--- src/rtl/serial_sub.sv ---
// ---------------------------------------------------------------------------
// serial_sub
// Bit-serial subtractor: computes a - b one bit per clock, LSB first, with a
// single full-subtractor cell and a registered borrow. Operands are loaded
// word-parallel on an accepted start; the result is unloaded word-parallel
// on a one-cycle done pulse and held until the next result is ready.
//
// Ports
//   clk        rising-edge clock
//   rst        synchronous, active-high reset (priority over everything)
//   start      request a new subtraction (accepted in IDLE or DONE only)
//   a, b       minuend / subtrahend, sampled on the accepting edge only
//   busy       high while bits are being processed
//   done       one-cycle pulse, result outputs valid
//   diff       (a - b) mod 2^WIDTH
//   borrow_out final borrow, i.e. unsigned a < b
//   ovf        signed two's-complement overflow
//   zero       diff == 0
// ---------------------------------------------------------------------------
module serial_sub #(
  parameter int WIDTH = 8
) (
  input  logic             clk,
  input  logic             rst,
  input  logic             start,
  input  logic [WIDTH-1:0] a,
  input  logic [WIDTH-1:0] b,
  output logic             busy,
  output logic             done,
  output logic [WIDTH-1:0] diff,
  output logic             borrow_out,
  output logic             ovf,
  output logic             zero
);

  localparam int CNT_W = $clog2(WIDTH + 1);
  localparam logic [CNT_W-1:0] LAST_BIT = CNT_W'(WIDTH - 1);

  typedef enum logic [1:0] {
    S_IDLE,
    S_RUN,
    S_DONE
  } state_t;

  state_t           state;
  logic [WIDTH-1:0] sa;
  logic [WIDTH-1:0] sb;
  logic [WIDTH-1:0] res;
  logic             br;
  logic [CNT_W-1:0] cnt;
  logic             a_msb;
  logic             b_msb;

  // Full-subtractor cell on the current LSBs and the stored borrow.
  logic             d_bit;
  logic             br_next;
  logic [WIDTH-1:0] res_next;

  assign d_bit    = sa[0] ^ sb[0] ^ br;
  assign br_next  = (~sa[0] & sb[0]) | (~sa[0] & br) | (sb[0] & br);
  // Result fills from the top so that after WIDTH shifts bit 0 sits at LSB.
  assign res_next = {d_bit, res[WIDTH-1:1]};

  // NOTE: all state is updated with non-blocking assignments so every
  // register samples the pre-edge values of the others, as the hardware does.
  always_ff @(posedge clk) begin
    if (rst) begin
      state      <= S_IDLE;
      sa         <= '0;
      sb         <= '0;
      res        <= '0;
      br         <= 1'b0;
      cnt        <= '0;
      a_msb      <= 1'b0;
      b_msb      <= 1'b0;
      busy       <= 1'b0;
      done       <= 1'b0;
      diff       <= '0;
      borrow_out <= 1'b0;
      ovf        <= 1'b0;
      zero       <= 1'b0;
    end else begin
      case (state)
        S_IDLE, S_DONE: begin
          // DONE behaves like IDLE for acceptance, giving back-to-back issue.
          done <= 1'b0;
          if (start) begin
            sa    <= a;
            sb    <= b;
            a_msb <= a[WIDTH-1];
            b_msb <= b[WIDTH-1];
            br    <= 1'b0;
            cnt   <= '0;
            res   <= '0;
            busy  <= 1'b1;
            state <= S_RUN;
          end else begin
            state <= S_IDLE;
          end
        end

        S_RUN: begin
          // start is deliberately not looked at here.
          sa  <= sa >> 1;
          sb  <= sb >> 1;
          br  <= br_next;
          res <= res_next;
          cnt <= cnt + CNT_W'(1);
          if (cnt == LAST_BIT) begin
            diff       <= res_next;
            borrow_out <= br_next;
            // Overflow only when operand signs differ and the result sign
            // disagrees with the minuend's.
            ovf        <= (a_msb != b_msb) & (res_next[WIDTH-1] != a_msb);
            zero       <= (res_next == '0);
            busy       <= 1'b0;
            done       <= 1'b1;
            state      <= S_DONE;
          end
        end

        default: state <= S_IDLE;
      endcase
    end
  end

endmodule

--- config.mk ---
export PLATFORM = sky130hd
export DESIGN_NAME = serial_sub
export DESIGN_NICKNAME = d
export VERILOG_FILES = /design/src/rtl/serial_sub.sv
export SDC_FILE = /design/constraint.sdc
export NUM_CORES = 1
export LEC_CHECK = 0
export CAP_MARGIN = 20
export CORE_MARGIN = 2
export CORE_UTILIZATION = 30
export DETAILED_ROUTE_END_ITERATION = 10
export GPL_TIMING_DRIVEN = 0
export SETUP_SLACK_MARGIN = 0.1
export SLEW_MARGIN = 25
export SYNTH_ARGS = -nofsm -noshare
export SYNTH_HDL_FRONTEND = slang
export SYNTH_SLANG_ARGS = --single-unit
--- constraint.sdc ---
create_clock -name clk -period 1.8 [get_ports clk]
set_clock_uncertainty 0.2 [all_clocks]
set_input_delay 0.27 -clock clk [delete_from_list [all_inputs] [get_ports clk]]
set_output_delay 0.27 -clock clk [all_outputs]
set_load 0.1 [all_outputs]
==> metrics.csv <==
metric,value,unit
critPathLaunchType,flip-flop,
n_antenna_cell,0,
synth_top_area_frac,0.486,
grt-ovfl-total,0,
ys_top_cells_by_area,"dfxtp_1 (49%), a21oi_1 (12%), nand3_1 (9.2%)",
dp_hpwl,3.18,mm
yosysTopAreaCell,dfxtp_1,
syn_inst,207,
yosys_warnings,0,
crit_type,reg -> reg,
grt_antenna_before_repair,0,
core_area,0.00596,mm2
drt_wl_total,4.59,mm
max_freq,0.568,GHz
postPlaceCellArea,0.00225,mm2
rows,28,
crit_buf_inv,1,
drc,0,
syn-mean-instance-area,8.95,um2
ioPinCount,32,
numCtsBuffers,5,
arrival,1.73,ns
tightest_slew,0.545,ns
clock_tree.root_cell,clkbuf_8,
path_clk_slew,0.08,ns
viasPerCell,5.17,
grt_max_degree,13,
status,completed,
die_h,82.6,um
htree_levels,2,
powerDensity,818,mW/mm2
start_util,0.311,
cp_cell_sequence,"inv_2, fa_2, nor2_2, a2111oi_4, nor3_1",
numPortBuffers,30,
fin_area,0.00237,mm2
syn_nets,228,
num_vias,1669,
vdd_drop_max,0.000256,V
syn_area,0.00185,mm2
synth.distinct_cells,29,
worst_slack,0.0389,ns
critical-path-slowest-cell,fa_2,
crit_path_max_incr_delay,0.63,ns
ys_ff_latch,45,
ant_nets,0,
drt_iter0_drc,135,
power,1.94,mW
ys_async_sr_fraction,0,
cp-end-kind,flip-flop,
dp_slack,-0.131,ns
hold_class,in -> reg,
layout_min_cycle_time,1.76,ns
yosysSeqAreaShare,0.486,
layout-drive-gt1-share,0.194,
fp.dieW,82.6,um
clock_latency,0.30,ns
layout.nets,268,
synth_most_common_cell,dfxtp_1,
grt_pass1_vias,1491,
area_growth,28.0,%
drt-pass1-iter-count,4,
slew_violations,0,
cts_tree,yes,
ctsHoldBuffers,0,
clk_path_buf_depth,2,
post-route-period-util,0.978,
final_core_util,0.398,
fillers,639,
synth_common_cells,"dfxtp_1 (45), a21oi_1 (43), nand3_1 (34)",
die_area,0.00682,mm2
leakage,0.815,nW
path_max_fanout,4,
synth_edf_count,0,
cts.sinks,45,
max_slew_margin,0.638,
cap_violations,0,
place_congestion,0.775,
track_usage,0.148,
cpLargestDelayFamily,adder cells,
synthFlopType,dfxtp_1,
cp.required,1.77,ns
finalHoldViolCount,0,
wl_per_cell,14.2,um
whs,0.207,ns
setup_viol,0,
grt_pass1_wl,7.49,mm
rsz0062_at_grt,true,
metal layers:
| layer | vias up | global-route usage | part of all wire |
|---|---|---|---|
| met5 | - | 0 | 0 |
| met4 | 0 | 0.0639 | 0.018 |
| met3 | 5 | 0.0359 | 0.037 |
| met2 | 33 | 0.227 | 0.46 |
| met1 | 808 | 0.197 | 0.48 |
| li1 | 823 | - | - |
worst register-to-register path: stages (launching register included):
cell	delay, ns
dfxtp_2	0.34
inv_2	0.04
fa_2	0.63
nor2_2	0.07
a2111oi_4	0.28
nor3_1	0.08
what timing repair did:
| item | CTS | global route |
|---|---|---|
| gates resized for setup | 44 | 16 |
| buffers inserted | 1 | 2 |
| pin swaps | 4 | 1 |
| endpoints found under the hold margin | 0 | 0 |
| endpoints found under the setup margin | 17 | 18 |
cell usage in the layout (no fill, tap or decap), types with 3 or more instances in the layout:
cell type and n:
a21oi_1 43, clkbuf_8 5, dfxtp_1 43, buf_6 5, nand2b_1 4, buf_4 9, buf_2 7, clkdlybuf4s18_2 4
a22oi_1 14, nor2_1 3, o21ai_0 10, nand3_1 34, clkbuf_1 8, nand2_1 14, clkdlybuf4s50_1 17, clkdlybuf4s15_2 6
sequential cells by signal, indices dropped and copies added, names as in the netlist, 2 cells and up:
name,cells
res,7
cnt,4
diff,8
sb,8
sa,8
state,2
cell type report:
| type | count | area (um2) | area share |
|---|---|---|---|
| buffer | 20 | 140 | 0.0591 |
| clock buffer | 8 | 80.1 | 0.0338 |
| inverter | 1 | 3.75 | 0.00158 |
| multi-input combinational | 141 | 833 | 0.352 |
| sequential | 45 | 903 | 0.381 |
| tap | 75 | 93.8 | 0.0396 |
| timing repair buffer | 33 | 315 | 0.133 |
per-stage QoR:
step,setup TNS (ns),instances
6_report,0,323
5_1_grt,-0.0413,323
3_5_place_dp,-1.61,312
2_1_floorplan,0,207
4_1_cts,0,321
3_3_place_gp,-1.52,312
path summary, 6_finish.rpt:
kind	from	end	slack [ns]	depth (start not counted)
max	sa[0]$_SDFFE_PP0P_	ovf$_SDFFE_PP0P_	0.04	5
min reg2reg	sb[2]$_SDFFE_PP0P_	sb[2]$_SDFFE_PP0P_	0.27	2
max reg2reg	sa[0]$_SDFFE_PP0P_	ovf$_SDFFE_PP0P_	0.04	5
min	rst	sa[6]$_SDFFE_PP0P_	0.21	2
kinds of logic after synthesis:
logic type / share of synthesized area
compound gates: 0.220
fa+ha+maj: 0.0176
buf+inv: 0.0770
flops: 0.486
mux: 0.0142
simple gates: 0.185
power breakdown:
group / internal [mW] / total, mW / switching [mW]
Combinational: 0.125 / 0.285 / 0.160
Sequential: 1.03 / 1.06 / 0.0246
Clock: 0.276 / 0.597 / 0.321
No activity file was read; power rests on OpenSTA's default activity.
